**config.mk**
```make
export PLATFORM = sky130hd
export DESIGN_NAME = red_pitaya_xadc_drp_ctrl
export DESIGN_NICKNAME = d
export VERILOG_FILES = /design/src/rtl/red_pitaya_xadc_pkg.sv /design/src/rtl/red_pitaya_xadc_drp_ctrl.sv
export SDC_FILE = /design/constraint.sdc
export NUM_CORES = 1
export LEC_CHECK = 0
export ABC_CLOCK_PERIOD_IN_PS = 3850
export CELL_PAD_IN_SITES_DETAIL_PLACEMENT = 0
export CELL_PAD_IN_SITES_GLOBAL_PLACEMENT = 1
export CORE_ASPECT_RATIO = 1.5
export CORE_UTILIZATION = 35
export CTS_CLUSTER_DIAMETER = 50
export DETAILED_ROUTE_END_ITERATION = 10
export PLACE_DENSITY = 0.85
export SYNTH_ARGS = -nofsm -noshare
export SYNTH_HDL_FRONTEND = slang
export SYNTH_SLANG_ARGS = --single-unit
```
**constraint.sdc**
```tcl
create_clock -name clk_i -period 3.85 [get_ports clk_i]
set_input_delay 0.77 -clock clk_i [delete_from_list [all_inputs] [get_ports clk_i]]
set_output_delay 0.77 -clock clk_i [all_outputs]
set_load 0.02 [all_outputs]
```
**src/rtl/red_pitaya_xadc_pkg.sv**
```systemverilog
// Shared XADC DRP definitions: controller states, sequencer channel numbers,
// configuration register addresses and the channel-to-DRP-address mapping.
// Pure declarations: no logic, no latency, no flow control.
package red_pitaya_xadc_pkg;

  // Controller states
  localparam logic [1:0] ST_IDLE      = 2'd0;
  localparam logic [1:0] ST_AUTO_WAIT = 2'd1;
  localparam logic [1:0] ST_SW_WAIT   = 2'd2;

  // Sequencer CHANNEL codes; each is also the DRP status register address
  localparam logic [4:0] CH_TEMP    = 5'd0;
  localparam logic [4:0] CH_VCCINT  = 5'd1;
  localparam logic [4:0] CH_VCCAUX  = 5'd2;
  localparam logic [4:0] CH_VPVN    = 5'd3;
  localparam logic [4:0] CH_VCCBRAM = 5'd6;
  localparam logic [4:0] CH_VCCPINT = 5'd13;
  localparam logic [4:0] CH_VCCPAUX = 5'd14;
  localparam logic [4:0] CH_VCCDDR  = 5'd15;
  localparam logic [4:0] CH_VAUX0   = 5'd16;
  localparam logic [4:0] CH_VAUX1   = 5'd17;
  localparam logic [4:0] CH_VAUX8   = 5'd24;
  localparam logic [4:0] CH_VAUX9   = 5'd25;

  // Configuration registers
  localparam logic [6:0] ADDR_CFG0 = 7'h40;
  localparam logic [6:0] ADDR_CFG1 = 7'h41;
  localparam logic [6:0] ADDR_CFG2 = 7'h42;

  // Status registers live at the low addresses, one per channel
  function automatic logic [6:0] drp_chan_addr(input logic [4:0] chan);
    return {2'b00, chan};
  endfunction

endpackage

```
**src/rtl/red_pitaya_xadc_drp_ctrl.sv**
```systemverilog
// XADC DRP owner: arbitrates EOC-triggered readback against single SW DRP accesses.
// Latency: DEN one cycle after grant; sample/done one cycle after DRDY (or after timeout).
// Backpressure: none downstream; EOCs queue in a one-deep slot (overrun flagged), SW holds sw_req_i.
module red_pitaya_xadc_drp_ctrl
  import red_pitaya_xadc_pkg::*;
#(
  parameter int TIMEOUT_CYC = 64,
  parameter int SMP_BITS    = 12
) (
  input  logic                clk_i,
  input  logic                rst_i,
  input  logic                xadc_eoc_i,
  input  logic [4:0]          xadc_chan_i,
  output logic [6:0]          drp_addr_o,
  output logic                drp_en_o,
  output logic                drp_we_o,
  output logic [15:0]         drp_di_o,
  input  logic [15:0]         drp_do_i,
  input  logic                drp_drdy_i,
  input  logic                sw_req_i,
  input  logic                sw_we_i,
  input  logic [6:0]          sw_addr_i,
  input  logic [15:0]         sw_wdata_i,
  output logic                sw_done_o,
  output logic [15:0]         sw_rdata_o,
  output logic                sw_err_o,
  output logic                smp_valid_o,
  output logic [4:0]          smp_chan_o,
  output logic [SMP_BITS-1:0] smp_data_o,
  output logic                ovr_o,
  input  logic                ovr_clr_i
);

  localparam int              CNT_W   = (TIMEOUT_CYC > 2) ? $clog2(TIMEOUT_CYC) : 1;
  localparam logic [CNT_W-1:0] CNT_MAX = CNT_W'(TIMEOUT_CYC - 1);

  logic [1:0]       r_state;
  logic [CNT_W-1:0] r_cnt;
  logic             r_pend;
  logic [4:0]       r_pend_chan;
  logic             r_last_sw;
  logic [4:0]       r_auto_chan;

  logic       w_idle;
  logic       w_sw_req;
  logic       w_pend_any;
  logic [4:0] w_gnt_chan;
  logic       w_gnt_sw;
  logic       w_gnt_auto;
  logic       w_cnt_max;
  logic       w_ovr_eoc;
  logic       w_ovr_to;

  assign w_idle     = (r_state == ST_IDLE);
  // SW can only react to sw_done_o one cycle later, so a request still
  // high during the done cycle is the finished one, not a new one.
  assign w_sw_req   = sw_req_i & ~sw_done_o;
  // Same-cycle EOC is grantable straight away (zero-wait).
  assign w_pend_any = r_pend | xadc_eoc_i;
  // An already-pending channel is older, so it is served first; a
  // coincident EOC then re-arms the slot instead of being lost.
  assign w_gnt_chan = r_pend ? r_pend_chan : xadc_chan_i;
  // Round-robin on contention: last_sw = 0 favours SW, 1 favours AUTO.
  assign w_gnt_sw   = w_idle & w_sw_req & (~w_pend_any | ~r_last_sw);
  assign w_gnt_auto = w_idle & w_pend_any & ~w_gnt_sw;
  assign w_cnt_max  = (r_cnt == CNT_MAX);
  // Slot overwritten only if its current content is not being granted now.
  assign w_ovr_eoc  = xadc_eoc_i & r_pend & ~w_gnt_auto;
  assign w_ovr_to   = (r_state == ST_AUTO_WAIT) & ~drp_drdy_i & w_cnt_max;

  // Pending EOC slot: set/overwritten by EOC, cleared when an AUTO grant consumes it
  always_ff @(posedge clk_i) begin
    if (rst_i) begin
      r_pend      <= 1'b0;
      r_pend_chan <= 5'd0;
    end else if (xadc_eoc_i && !(w_gnt_auto && !r_pend)) begin
      r_pend      <= 1'b1;
      r_pend_chan <= xadc_chan_i;
    end else if (w_gnt_auto) begin
      r_pend      <= 1'b0;
    end
  end

  // Sticky overrun flag; a set in the same cycle as a clear wins
  always_ff @(posedge clk_i) begin
    if (rst_i) begin
      ovr_o <= 1'b0;
    end else if (w_ovr_eoc || w_ovr_to) begin
      ovr_o <= 1'b1;
    end else if (ovr_clr_i) begin
      ovr_o <= 1'b0;
    end
  end

  // Transaction FSM: grant, issue DEN, wait for DRDY or timeout, report result
  always_ff @(posedge clk_i) begin
    if (rst_i) begin
      r_state     <= ST_IDLE;
      r_cnt       <= '0;
      r_last_sw   <= 1'b0;
      r_auto_chan <= 5'd0;
      drp_addr_o  <= 7'd0;
      drp_en_o    <= 1'b0;
      drp_we_o    <= 1'b0;
      drp_di_o    <= 16'd0;
      sw_done_o   <= 1'b0;
      sw_rdata_o  <= 16'd0;
      sw_err_o    <= 1'b0;
      smp_valid_o <= 1'b0;
      smp_chan_o  <= 5'd0;
      smp_data_o  <= '0;
    end else begin
      drp_en_o    <= 1'b0;
      drp_we_o    <= 1'b0;
      sw_done_o   <= 1'b0;
      sw_err_o    <= 1'b0;
      smp_valid_o <= 1'b0;
      case (r_state)
        ST_IDLE: begin
          // Counter is 0 in the DEN cycle that follows a grant.
          r_cnt <= '0;
          if (w_gnt_sw) begin
            drp_en_o   <= 1'b1;
            drp_we_o   <= sw_we_i;
            drp_addr_o <= sw_addr_i;
            drp_di_o   <= sw_wdata_i;
            r_last_sw  <= 1'b1;
            r_state    <= ST_SW_WAIT;
          end else if (w_gnt_auto) begin
            drp_en_o    <= 1'b1;
            drp_addr_o  <= drp_chan_addr(w_gnt_chan);
            r_auto_chan <= w_gnt_chan;
            r_last_sw   <= 1'b0;
            r_state     <= ST_AUTO_WAIT;
          end
        end
        ST_AUTO_WAIT: begin
          if (drp_drdy_i) begin
            smp_valid_o <= 1'b1;
            smp_chan_o  <= r_auto_chan;
            smp_data_o  <= drp_do_i[15 -: SMP_BITS];
            r_state     <= ST_IDLE;
          end else if (w_cnt_max) begin
            r_state <= ST_IDLE;
          end else begin
            r_cnt <= r_cnt + CNT_W'(1);
          end
        end
        ST_SW_WAIT: begin
          if (drp_drdy_i) begin
            sw_done_o  <= 1'b1;
            sw_rdata_o <= drp_do_i;
            r_state    <= ST_IDLE;
          end else if (w_cnt_max) begin
            sw_done_o  <= 1'b1;
            sw_err_o   <= 1'b1;
            sw_rdata_o <= 16'd0;
            r_state    <= ST_IDLE;
          end else begin
            r_cnt <= r_cnt + CNT_W'(1);
          end
        end
        default: r_state <= ST_IDLE;
      endcase
    end
  end

endmodule

```
==> flow_summary_export.csv <==
group,metric,value,unit
run_status,outcome,"completed",
finish,postLayoutCoreUtil,54.2,%
power,switching_share,27.2,%
worst_setup_path,arrival,2.62,ns
power,intPower,1700,uW
sta,grt_setup_unrepaired,"no",
finish,final_layout_size_suffix_gt1_share,6.58,%
sta,period_needed,2.33,ns
power,seqPwrFrac,40.9,%
hold_path,min_from,"drp_di_o[6]",
power,p_switching,635,uW
logic_synthesis,ys_async_sr_fraction,0,%
sta,hold_viol,0,
global_route,antenna_found_initial,0,
placed_design,dpl.hpwl,5.92,mm
placed_design,globalplace.congestion,0.818,
logic_synthesis,yosysTopAreaCell,"dfxtp_1",
global_route,grt.met1_usage,20.8,%
worst_setup_path,path_cells,"clkdlybuf4s50_1 > inv_1 > nor2_1 > a22o_1",
clock_network,clockBufferDepth,2,
clock_network,postCtsResizedCells,0,
logic_synthesis,ys_seq_area_share,52.4,%
logic_synthesis,muxShareOfSynthArea,5.91,%
placed_design,io_buffers,112,
logic_synthesis,synth_area,0.00313,mm2
detailed_routing,via_per_inst,4.96,
worst_setup_path,critPathKind,"in2reg",
sta,fmax,428,MHz
hold_path,hp-class,"reg2reg",
floorplanning,die_w,79.2,um
worst_setup_path,cp.buffers_inverters,2,
worst_setup_path,slowest_stage,"nor2_1",
logic_synthesis,synth_top_family_by_area,"simple AND/OR/NAND/NOR gates",
worst_setup_path,reg2reg_from,"r_state[0]",
floorplanning,initial_core_util,36.6,%
sta,slew_headroom,27.4,%
sta,finalSetupTns,0,ns
hold_path,hold_depth,2,
power,clkPwrFrac,39.8,%
global_route,met3_usage,3.18,%
logic_synthesis,netlist_instances,345,
logic_synthesis,avgSynthCellArea,9.08,um2
logic_synthesis,synth-compound-area-share,17.3,%
logic_synthesis,yosys_warnings,0,
clock_network,clkSinkCount,82,
finish,postLayoutCellArea,0.00464,mm2
power,p_per_area,503,mW/mm2
sta,min_period_over_period,60.6,%
worst_setup_path,crit_family,"simple AND/OR/NAND/NOR gates",
finish,area_growth,48.2,%
logic_synthesis,synth_seq_cells,82,
sta,timing.final.ws_setup,1.52,ns
worst_setup_path,required,4.13,ns
worst_setup_path,crit_fanout,16,
detailed_routing,first_pass_iters,4,
worst_setup_path,worst_setup_path_start_kind,"primary input",
logic_synthesis,ys_types,40,
worst_setup_path,worstRegToRegCells,5,
logic_synthesis,synth_fa_ha_area_share,2.00,%
logic_synthesis,synth.most_common_cell,"dfxtp_1",
clock_network,cts-htree-levels,3,
floorplanning,fp-row-count,41,
floorplanning,ios,113,
worst_setup_path,r2r_slack,1.98,ns
global_route,grt_use_total,18.7,%
detailed_routing,wire_per_inst,14.7,um
clock_network,clk_latency,0.34,ns
placed_design,place_ws,1.15,ns
worst_setup_path,r2r_end,"sw_rdata_o[15]",
clock_network,cts_tree,"built",
detailed_routing,wirelength,8.26,mm
clock_network,cts_setup_buffers,0,
floorplanning,die_area,0.00934,mm2
clock_network,cts_buffers,9,
job,drv_cap,0,
logic_synthesis,yosys.area.top_type_share,52.4,%
global_route,grt_pass1_vias,2700,
power,combPwrFrac,19.3,%
power,p_leak,0.00172,uW
logic_synthesis,synth_area_leaders,"dfxtp_1, nand2_1, a21oi_1, a22o_1, mux2i_1",
finish,nets,507,
sta,fin_skew,0.00979,ns
detailed_routing,drtAntennaViolNets,0,
floorplanning,die_h,118,um
placed_design,placed_area,0.00432,mm2
clock_network,root_buffer,"clkbuf_16",
sta,worst_pin_slew,1.09,ns
global_route,top_usage_layer,"met2",
sta,slew_violations,0,
logic_synthesis,yosys.area_share.simple,18.9,%
finish,n_fill_cell,798,
logic_synthesis,synthFlopType,"dfxtp_1",
power,ir_drop,0.000308,V
detailed_routing,drc_errors,0,
hold_path,worstHoldEndpoint,"drp_di_o[6]",
clock_network,hold_buffers,0,
global_route,use_met2,33.7,%
detailed_routing,vias,2790,
logic_synthesis,yosys-top-cells-count,"dfxtp_1, nand2_1, a21oi_1",
finish,diodes,0,
logic_synthesis,syn_nets,401,
floorplanning,coreArea,0.00857,mm2
logic_synthesis,synth-xor-area-share,0,%
global_route,grt_pass1_wl,13.4,mm
clock_network,path_clk_slew,0.06,ns
logic_synthesis,synth-edff-count,0,
worst_setup_path,cp_slowest_stage_delay,0.84,ns
worst_setup_path,cp-end-kind,"flip-flop",
global_route,grt_max_degree,43,
sta,setup_viol,0,
power,p_total,2340,uW
detailed_routing,drt-initial-drc-count,112,
global_route,grt_overflow,0,
-- power by group through the flow --
stage	clock [uW]	sequential (uW)	combinational, uW
after CTS	944	956	454
final	930	956	450
after global routing	988	964	490
after global placement	0	973	446
after floorplan	0	1020	204
after detailed placement	0	974	452
-- worst min-delay path, stage by stage, from the launching register on --
cell and delay [ns]:
dfxtp_1 0.30, nand2_1 0.05, a21oi_1 0.05
-- layout by cell type (no fill, tap or decap), types with 3 or more instances in the layout --
cell type,synthesis,routed
nor2_1,17,17
inv_6,0,3
nor2b_1,3,3
nand3b_1,5,5
dfxtp_1,82,82
a21oi_1,41,41
clkbuf_16,0,9
a22o_1,16,16
a31oi_1,6,6
buf_4,1,3
nand2b_1,8,8
nand2_1,74,74
nand3_1,6,6
o21ai_0,10,10
clkdlybuf4s50_1,0,111
mux2i_1,14,14
or4_1,3,3
ha_1,5,5
inv_1,6,6
mux2_2,4,4
-- layer usage --
| metal | share of wire [%] | vias to the layer above |
|---|---|---|
| li1 | - | 1407 |
| met1 | 40 | 1315 |
| met4 | 2.1 | 0 |
| met5 | 0 | - |
| met2 | 55 | 57 |
| met3 | 3.2 | 11 |
-- registers in the layout, indices dropped and copies added, names as in the netlist, 2 cells and up --
signal and count:
r_cnt 6, drp_di_o 16, r_state 2, r_pend_chan 5
smp_data_o 12, r_auto_chan 5, drp_addr_o 7, smp_chan_o 5
sw_rdata_o 16
-- stage by stage --
stage                     hold WS, ns  cells
after floorplan                 0.431    345
after global placement          0.441    547
after detailed placement        0.446    547
after CTS                       0.455    563
after global routing            0.472    563
final                           0.451    563
-- kinds of logic (layout without fill, tap and decap cells) --
logic type,after synthesis,count (layout)
buffers and inverters,26,137
adders and majority gates,5,5
AOI/OAI and AO/OA,85,85
muxes,18,18
and+or+nand+nor,129,129
DFF,82,82
-- how the worst max path moves through the flow --
stage,startpoint,end,slack [ns],depth (start not counted)
after floorplan,drp_drdy_i,r_cnt[3],2.04,4
after detailed placement,drp_drdy_i,sw_rdata_o[15],1.15,4
after global placement,drp_drdy_i,sw_rdata_o[7],1.31,4
final,drp_drdy_i,sw_rdata_o[15],1.52,4
after CTS,drp_drdy_i,sw_rdata_o[15],1.51,4
after global routing,drp_drdy_i,sw_rdata_o[15],1.34,4
-- final cells by class --
| cell class | instances | area, um2 | area share [%] |
|---|---|---|---|
| clock inverters | 7 | 98.8 | 2.13 |
| well taps | 107 | 134 | 2.88 |
| repair buffers | 115 | 1140 | 24.5 |
| flip-flops and latches | 82 | 1640 | 35.4 |
| clock buffers | 9 | 225 | 4.85 |
| inverters | 6 | 22.5 | 0.485 |
| multi-input cells | 237 | 1380 | 29.8 |
Power figures use the tool's default switching activity.
